<file path="config.mk">
export PLATFORM = sky130hd
export DESIGN_NAME = bell_scheduler
export DESIGN_NICKNAME = d
export VERILOG_FILES = /design/src/rtl/bell_scheduler_pkg.sv /design/src/rtl/bell_melody_rom.sv /design/src/rtl/bell_scheduler.sv
export SDC_FILE = /design/constraint.sdc
export NUM_CORES = 1
export LEC_CHECK = 0
export ABC_AREA = 1
export BUFFER_PORTS_ARGS = -buffer_cell sky130_fd_sc_hd__buf_2
export CAP_MARGIN = 0
export CORE_ASPECT_RATIO = 1.4
export CORE_UTILIZATION = 28
export DETAILED_ROUTE_END_ITERATION = 12
export HOLD_SLACK_MARGIN = 0.15
export PLACE_DENSITY_LB_ADDON = 0.3
export SYNTH_ARGS = -nofsm -noshare
export SYNTH_HDL_FRONTEND = slang
export SYNTH_SLANG_ARGS = --single-unit
</file>
<file path="constraint.sdc">
create_clock -name clk -period 8.77 [get_ports clk]
set_input_delay 0.4385 -clock clk [delete_from_list [all_inputs] [get_ports clk]]
set_output_delay 0.4385 -clock clk [all_outputs]
set_load 0.02 [all_outputs]
</file>
<file path="src/rtl/bell_scheduler_pkg.sv">
// Shared types and constants for the bell scheduler: FSM states, melody ROM
// entry layout and melody indices.
package bell_scheduler_pkg;

  typedef enum logic [1:0] {
    IDLE,
    NOTE,
    GAP,
    BEEP
  } state_t;

  localparam int ENTRY_W  = 7;
  localparam int CODE_W   = 3;
  localparam int DUR_W    = 4;
  localparam int DUR_LSB  = 0;
  localparam int CODE_LSB = 4;

  localparam logic [DUR_W-1:0] END_DUR = 4'd0;

  localparam logic [1:0] MEL_OK     = 2'd0;
  localparam logic [1:0] MEL_REFUND = 2'd1;
  localparam logic [1:0] MEL_ALARM  = 2'd2;
  localparam logic [1:0] MEL_SCALE  = 2'd3;

  function automatic logic [ENTRY_W-1:0] mk_entry(input logic [CODE_W-1:0] code,
                                                  input logic [DUR_W-1:0] dur);
    return {code, dur};
  endfunction

  function automatic logic [CODE_W-1:0] entry_code(input logic [ENTRY_W-1:0] e);
    return e[CODE_LSB +: CODE_W];
  endfunction

  function automatic logic [DUR_W-1:0] entry_dur(input logic [ENTRY_W-1:0] e);
    return e[DUR_LSB +: DUR_W];
  endfunction

endpackage

</file>
<file path="src/rtl/bell_melody_rom.sv">
// Combinational melody ROM: four chimes of eight {code, dur} entries each;
// unused slots hold the end marker.
module bell_melody_rom
  import bell_scheduler_pkg::*;
(
  input  logic [1:0]         sel,
  input  logic [2:0]         index,
  output logic [ENTRY_W-1:0] entry
);

  always_comb begin
    entry = mk_entry(3'd0, END_DUR);
    case (sel)
      MEL_OK: begin
        case (index)
          3'd0:    entry = mk_entry(3'd1, 4'd4);
          3'd1:    entry = mk_entry(3'd3, 4'd4);
          3'd2:    entry = mk_entry(3'd5, 4'd4);
          default: entry = mk_entry(3'd0, END_DUR);
        endcase
      end
      MEL_REFUND: begin
        case (index)
          3'd0:    entry = mk_entry(3'd5, 4'd4);
          3'd1:    entry = mk_entry(3'd3, 4'd4);
          3'd2:    entry = mk_entry(3'd1, 4'd4);
          default: entry = mk_entry(3'd0, END_DUR);
        endcase
      end
      MEL_ALARM: begin
        case (index)
          3'd0:    entry = mk_entry(3'd1, 4'd2);
          3'd1:    entry = mk_entry(3'd1, 4'd2);
          3'd2:    entry = mk_entry(3'd1, 4'd8);
          default: entry = mk_entry(3'd0, END_DUR);
        endcase
      end
      MEL_SCALE: begin
        case (index)
          3'd0:    entry = mk_entry(3'd7, 4'd2);
          3'd1:    entry = mk_entry(3'd6, 4'd2);
          3'd2:    entry = mk_entry(3'd5, 4'd2);
          3'd3:    entry = mk_entry(3'd4, 4'd2);
          3'd4:    entry = mk_entry(3'd3, 4'd2);
          3'd5:    entry = mk_entry(3'd2, 4'd2);
          3'd6:    entry = mk_entry(3'd1, 4'd2);
          default: entry = mk_entry(3'd1, 4'd2);
        endcase
      end
      default: entry = mk_entry(3'd0, END_DUR);
    endcase
  end

endmodule

</file>
<file path="src/rtl/bell_scheduler.sv">
// Bell sequencer: arbitrates key beeps and ROM melodies onto one bell and
// times each note, inter-note gap and beep in units of TICK_DIV clocks.
module bell_scheduler
  import bell_scheduler_pkg::*;
#(
  parameter int TICK_DIV   = 500000,
  parameter int GAP_TICKS  = 2,
  parameter int BEEP_CODE  = 6,
  parameter int BEEP_TICKS = 5
) (
  input  logic       clk,
  input  logic       rst,
  input  logic       play_req,
  input  logic [1:0] melody_sel,
  input  logic       beep_req,
  input  logic       stop,
  output logic [2:0] bell_code,
  output logic       busy,
  output logic       done
);

  localparam int TICK_W = (TICK_DIV > 1) ? $clog2(TICK_DIV) : 1;

  state_t               state, state_n;
  logic [TICK_W-1:0]    tick_cnt, tick_n;
  logic [DUR_W-1:0]     dur_cnt, dur_n, note_dur, note_dur_n, lim;
  logic [2:0]           idx, idx_n, code_n, rom_idx;
  logic [1:0]           sel_q, sel_n, rom_sel;
  logic                 busy_n, done_n, last_tick, expired;
  logic [ENTRY_W-1:0]   rom_entry;

  // One ROM port: entry 0 of the requested melody when a start is possible,
  // the following entry while in GAP so the next note is known at gap end.
  assign rom_sel = (state == IDLE || state == BEEP) ? melody_sel : sel_q;
  assign rom_idx = (state == GAP) ? idx + 3'd1 : 3'd0;

  bell_melody_rom u_rom (
    .sel   (rom_sel),
    .index (rom_idx),
    .entry (rom_entry)
  );

  always_comb begin
    lim = '0;
    case (state)
      NOTE:    lim = note_dur;
      GAP:     lim = DUR_W'(GAP_TICKS);
      BEEP:    lim = DUR_W'(BEEP_TICKS);
      default: lim = '0;
    endcase
  end

  assign last_tick = (tick_cnt == TICK_W'(TICK_DIV - 1));
  assign expired   = last_tick && (dur_cnt == lim - 4'd1);

  always_comb begin
    state_n    = state;
    code_n     = bell_code;
    busy_n     = busy;
    done_n     = 1'b0;
    idx_n      = idx;
    sel_n      = sel_q;
    note_dur_n = note_dur;
    tick_n     = tick_cnt;
    dur_n      = dur_cnt;

    if (stop) begin
      if (state != IDLE) begin
        state_n = IDLE;
        code_n  = '0;
        busy_n  = 1'b0;
      end
    end else if (play_req && (state == IDLE || state == BEEP)) begin
      sel_n = melody_sel;
      idx_n = '0;
      if (entry_dur(rom_entry) != END_DUR) begin
        state_n    = NOTE;
        code_n     = entry_code(rom_entry);
        note_dur_n = entry_dur(rom_entry);
        busy_n     = 1'b1;
      end else begin
        state_n = IDLE;
        code_n  = '0;
        busy_n  = 1'b0;
        done_n  = 1'b1;
      end
    end else begin
      case (state)
        IDLE: begin
          if (beep_req) begin
            state_n = BEEP;
            code_n  = 3'(BEEP_CODE);
            busy_n  = 1'b1;
          end
        end
        NOTE: begin
          if (expired) begin
            state_n = GAP;
            code_n  = '0;
          end
        end
        GAP: begin
          if (expired) begin
            if (idx == 3'd7 || entry_dur(rom_entry) == END_DUR) begin
              state_n = IDLE;
              busy_n  = 1'b0;
              done_n  = 1'b1;
            end else begin
              state_n    = NOTE;
              idx_n      = idx + 3'd1;
              code_n     = entry_code(rom_entry);
              note_dur_n = entry_dur(rom_entry);
            end
          end
        end
        BEEP: begin
          if (expired) begin
            state_n = IDLE;
            code_n  = '0;
            busy_n  = 1'b0;
            done_n  = 1'b1;
          end
        end
        default: state_n = IDLE;
      endcase
    end

    if (state_n != state || state_n == IDLE) begin
      tick_n = '0;
      dur_n  = '0;
    end else if (last_tick) begin
      tick_n = '0;
      dur_n  = dur_cnt + 4'd1;
    end else begin
      tick_n = tick_cnt + 1'b1;
    end
  end

  always_ff @(posedge clk) begin
    if (rst) begin
      state     <= IDLE;
      bell_code <= '0;
      busy      <= 1'b0;
      done      <= 1'b0;
      idx       <= '0;
      sel_q     <= '0;
      note_dur  <= '0;
      tick_cnt  <= '0;
      dur_cnt   <= '0;
    end else begin
      state     <= state_n;
      bell_code <= code_n;
      busy      <= busy_n;
      done      <= done_n;
      idx       <= idx_n;
      sel_q     <= sel_n;
      note_dur  <= note_dur_n;
      tick_cnt  <= tick_n;
      dur_cnt   <= dur_n;
    end
  end

endmodule

</file>
After elaboration in Yosys (flattened, before gate mapping). Cells that the tools add are included.

Add/sub/neg operators: 4. Multipliers: 0. Div/mod/pow operators: 0. $lt $le $gt $ge: 0. Eq/ne operators: 24. Shift-type cells: 0. Muxes and demuxes: 51. Bitwise operators: 1. Reduce and logical (&&, ||, !) cells: 25.

Operators by type and width (count): case mux 7 bit (3 select lines) (2); case mux 7 bit (6 select lines) (1); 2-to-1 mux 3 bit (13); case mux 7 bit (4 select lines) (1); 2-to-1 mux 4 bit (5); adder 19 x 1 -> 19 bit, second input constant (1); equality test 19 bit, second input constant (1); 2-to-1 mux 2 bit (8); 2-to-1 mux 1 bit (15); != test 4 x 3 -> 1 bit, second input constant (3); case mux 4 bit (3 select lines) (1); case mux 5 bit (2 select lines) (1); AND reduction 5 bit (2); equality test 3 bit, second input constant (3); case mux 3 bit (3 select lines) (1); equality test 2 bit, second input constant (4); case mux 2 bit (4 select lines) (1); OR reduction 2 bit (4); equality test 3 x 2 -> 1 bit, second input constant (2); zero test 2 bit (3); AND reduction 6 bit (1); nonzero test 2 bit (3); nonzero test 5 bit (1); adder 4 x 1 -> 4 bit, second input constant (1); 22 further kinds (27).

Register bits after elaboration: 39. Bits in latches: 0. Bits in writable memories: 0. Bits in read-only memories: 0. Input port bits: 7. Output and inout port bits: 5. Word-level logic and storage cells: 114. Memories: 0.

Logic depth before layout (Yosys ltp).
Depth in word-level cells: 16. Mapped depth: 24. Gate-level depth less buffers: 23.

Cells and area by module. From an unflattened synthesis, not the netlist that was laid out.

Cells, all modules: 375. Area, all modules: 2443.6 um^2.

Modules (own cells, without submodules): bell_scheduler (instances 1, cells each 344, area an instance 2307.2 um^2, seq. area each 780.7 um^2); bell_melody_rom (instances 1, cells each 31, area an instance 136.4 um^2, seq. area each 0.0 um^2).

Least setup slack after synthesis. OpenSTA, ideal clock, no wires.

Path type: flip-flop to flip-flop. Start point: register state[1]. End point: register tick_cnt[15]. Library setup time: 0.120 ns. Arrival: 2.657 ns. Required time: 8.650 ns. Slack: 5.993 ns. Stages on the path, launching flop included: 25. Path buffers: 1. Period minus slack after synthesis: 2.777 ns. Cell sequence: dfxtp_1 inv_1 ha_1 nand3_1 nand2_1 inv_1 ha_1 inv_1 nand2_1 nand2_1 nor2_1 nand3_4 nor2_8 nand2_4 nand2_1 nand2_1 nand2_1 nand2_1 nand2_1 nand2_2 nand2_1 nand3_2 nand4_4 buf_12 nor2_4.

Word-level cells in the longest chain between the ends: 16. Elaborated cells on any way between the ends: 42. Classes of those cells: add/sub (1); eq/ne (10); mux (17); reduce/logical (14).

RTL lines: start: declaration (RTL line bell_scheduler.sv:24) `state_t state, state_n;`; start signal: assignment (RTL line bell_scheduler.sv:151) `state <= state_n;`; equality test 2 bit (RTL line bell_scheduler.sv:35, bell_scheduler.sv:45, bell_scheduler.sv:88); 2-to-1 mux 3 bit (RTL line bell_scheduler.sv:35) `assign rom_idx = (state == GAP) ? idx + 3'd1 : 3'd0;`; equality test 3 x 1 -> 1 bit / zero test 3 bit (equally long branches) (RTL line bell_melody_rom.sv:15, bell_melody_rom.sv:23, bell_melody_rom.sv:31); OR reduction 2 bit (no source line); case mux 5 bit (2 select lines) (RTL line bell_melody_rom.sv:31) `case (index)`; case mux 7 bit (4 select lines) (RTL line bell_melody_rom.sv:13) `case (sel)`; zero test 4 bit (RTL line bell_scheduler.sv:104) `if (idx == 3'd7 || entry_dur(rom_entry) == END_DUR) begin`; logical OR 1 bit (RTL line bell_scheduler.sv:104); 2-to-1 mux 1 bit (RTL line bell_scheduler.sv:104); 2-to-1 mux 2 bit (RTL line bell_scheduler.sv:103) `if (expired) begin`; case mux 2 bit (4 select lines) (RTL line bell_scheduler.sv:88) `case (state)`; 2-to-1 mux 2 bit (RTL line bell_scheduler.sv:73) `end else if (play_req && (state == IDLE || state == BEEP)) begin`; 2-to-1 mux 2 bit (RTL line bell_scheduler.sv:67) `if (stop) begin`; != test 2 bit / zero test 2 bit (equally long branches) (RTL line bell_scheduler.sv:128) `if (state_n != state || state_n == IDLE) begin`; logical OR 1 bit (*) (RTL line bell_scheduler.sv:128); OR reduction 3 bit (no source line) (*); end signal: assignment (RTL line bell_scheduler.sv:158) `tick_cnt <= tick_n;`; end: declaration (RTL line bell_scheduler.sv:25) `logic [TICK_W-1:0] tick_cnt, tick_n;`.

Mark *: on every way between the ends. The rest lies on a longest branch, timed or not. A chain may end at the register's enable or synchronous reset.

Worst setup path after layout.
Start point: register state[1]. End point: register tick_cnt[3].

The elaborated chain is that of the path after synthesis.

==> results.json <==
{
  "p_comb_share_pct": 18.8,
  "finalMaxSlewViolations": 0,
  "initial_core_util_pct": 29.1,
  "antenna_found_initial": 0,
  "finalSetupViolations": 0,
  "async_reset_ff_share_pct": 0,
  "cpPeakStageDelay_ps": 490,
  "clk_latency_ps": 280,
  "yosysWarnings": 0,
  "fin_hold_ws_ps": 440,
  "synth_flop_cell": "dfxtp_1",
  "synth.avg_cell_area_sq_um": 7.28,
  "wl_per_cell_um": 11.2,
  "fin_ws_ps": 5480,
  "path_delay_family": "simple AND/OR/NAND/NOR gates",
  "power_density_nw_per_um2": 156,
  "die_w_um": 82.2,
  "yosys-top-cells-area": "dfxtp_1, nand2_1, inv_1",
  "syn_inst": 346,
  "cp_common_cell": "nand2_1",
  "hpwl_um": 4130,
  "overflow": 0,
  "portBuffers": 11,
  "cp-end-kind": "register",
  "fin_skew_ps": 7.45,
  "antenna_cells": 0,
  "core_sq_um": 8660,
  "p_sw_share_pct": 30.0,
  "ys_ff_latch": 38,
  "rows": 40,
  "synth_common_cells": "nand2_1, inv_1, nor2_1",
  "maxSlewHeadroom_pct": 64.8,
  "synth-edff-count": 0,
  "htree_levels": 2,
  "avgViaCountPerCell": 4.57,
  "cp.required_ps": 8970,
  "post-route-period-util_pct": 37.5,
  "pre_cts_ws_ps": 5450,
  "cts-root-buf": "clkbuf_16",
  "crit_chain": "inv_1, ha_1, nand3_1, nand2_1, inv_1, ha_1, nand2_1, nand2_1, nor2_1, nand3_4, nor2_8, nand2_4, nand2_1, nand3_2, nand2_2, nand2_2, nand2_1, nor2_1, nor2_4, nand4_4, nor2_1",
  "synth_top_cell_area_share_pct": 30.2,
  "tightest_slew_ps": 527,
  "final_antenna_net_count": 0,
  "clk_pin_slew_ps": 60,
  "cts_buffers": 5,
  "grtUsageTotal_pct": 12.5,
  "crit_type": "reg2reg",
  "fin_area_sq_um": 2820,
  "synth.net_count": 365,
  "drive_above_1_share_pct": 15.5,
  "route.detailed.drc": 0,
  "fin_setup_tns_ps": 0,
  "power_mw": 0.439,
  "grt_max_degree": 20,
  "hold_path.class": "reg2reg",
  "hold_buffers": 0,
  "worstPathArrival_ps": 3490,
  "cpMaxStageDelayCell": "dfxtp_1",
  "p_int_mw": 0.307,
  "ys_seq_area_share_pct": 30.2,
  "dieArea_sq_um": 9390,
  "min_period_ps": 3290,
  "vias": 2134,
  "peakVddDrop_v": 0.0000801,
  "post-cts-setup-buffers": 0,
  "hold_viol": 0,
  "seq_power_share_pct": 42.0,
  "synth_top_cell_by_area": "dfxtp_1",
  "wl_um": 5230,
  "start_kind": "register",
  "status": "finished clean",
  "clock-sinks": 38,
  "grt_pass1_vias": 2082,
  "die_h_um": 114,
  "pwr-share-clk_pct": 39.2,
  "area_growth_pct": 11.8,
  "power_switching_mw": 0.131,
  "dr.pass1.iters": 4,
  "routabilityCongestion": 0.926,
  "drv_cap": 0,
  "cp_max_fo": 19,
  "drt_iter0_drc": 54,
  "synthesis.area_sq_um": 2520,
  "grt_pass1_wl_um": 8980,
  "fmax_mhz": 304,
  "cts_buffer_depth": 2,
  "grt_setup_unrepaired": "false",
  "post-synth-top-count-cell": "nand2_1",
  "path_buf_inv": 2,
  "p_leak_nw": 1.15,
  "cts_resized": 0,
  "finish.net_count": 381,
  "cts_tree": "built",
  "place_area_sq_um": 2680,
  "ios": 12,
  "synth.distinct_cells": 33
}
==> stage by stage <==
step	instances	utilization (%)
CTS	467	32.5
global placement	460	31.0
global route	467	32.5
detailed placement	460	31.0
finish	467	32.5
floorplan	346	-
==> registers in the layout, indices dropped and copies added, names as in the netlist, 2 cells and up <==
name,count
bell_code,3
dur_cnt,4
idx,3
note_dur,3
sel_q,2
state,2
tick_cnt,19
==> worst paths after layout <==
path	depth (start not counted)	from	slack, ps	to
max	21	state[1]$_SDFF_PP0_	5480	tick_cnt[3]$_SDFF_PP0_
min	2	bell_code[2]$_SDFFE_PP0P_	440	bell_code[2]$_SDFFE_PP0P_
max reg2reg	21	state[1]$_SDFF_PP0_	5480	tick_cnt[3]$_SDFF_PP0_
min reg2reg	2	bell_code[2]$_SDFFE_PP0P_	440	bell_code[2]$_SDFFE_PP0P_
==> placed cells by master (no fill, tap or decap), drive strengths merged <==
master | netlist | layout
o21ai | 16 | 16
or2 | 1 | 1
nor4 | 4 | 4
a31oi | 5 | 5
a21oi | 18 | 18
o311ai | 1 | 1
o211ai | 1 | 1
nand2 | 68 | 68
nand4 | 11 | 11
buf | 2 | 11
xnor2 | 5 | 5
ha | 12 | 12
dfxtp | 38 | 38
xor2 | 15 | 15
nand3 | 24 | 24
a211oi | 2 | 2
nor2 | 59 | 59
inv | 56 | 56
clkinv | 1 | 3
nor4b | 1 | 1
clkbuf | 0 | 5
nor3 | 6 | 6
==> power by group through the flow <==
stage | Clock (mW) | Sequential [mW] | Combinational, mW
floorplan | 0 | 0.190 | 0.0628
global placement | 0 | 0.188 | 0.0829
detailed placement | 0 | 0.188 | 0.0830
CTS | 0.179 | 0.184 | 0.0834
global route | 0.185 | 0.185 | 0.0936
finish | 0.172 | 0.184 | 0.0826
==> metal layers <==
metal,track usage (%),vias to the layer above,part of all wire (%)
li1,-,1135,-
met1,13.1,949,43
met2,22.6,36,51
met3,2.95,14,3.1
met4,6.08,0,3.5
met5,0,-,0
==> worst min-delay path: stages (launching register included) <==
cell     delay (ps)
dfxtp_1         300
inv_1            50
a21oi_1          50
==> cells by family (layout without fill, tap and decap cells) <==
logic type	count (synthesis)	in the layout	synth area share [%]
flops	38	38	30.2
buf+inv	59	75	9.43
simple gates	174	174	38.2
fa+ha+maj	12	12	5.96
xor+xnor	20	20	6.95
compound gates	43	43	9.24
==> layout make-up <==
class / instances / area (sq um)
clock inverters: 2 / 10.0
multi-input cells: 249 / 1520
clock buffers: 5 / 125
well taps: 105 / 131
fillers: 947 / 5840
repair buffers: 11 / 55.1
inverters: 57 / 214
flip-flops and latches: 38 / 761
Power figures use the tool's default switching activity.
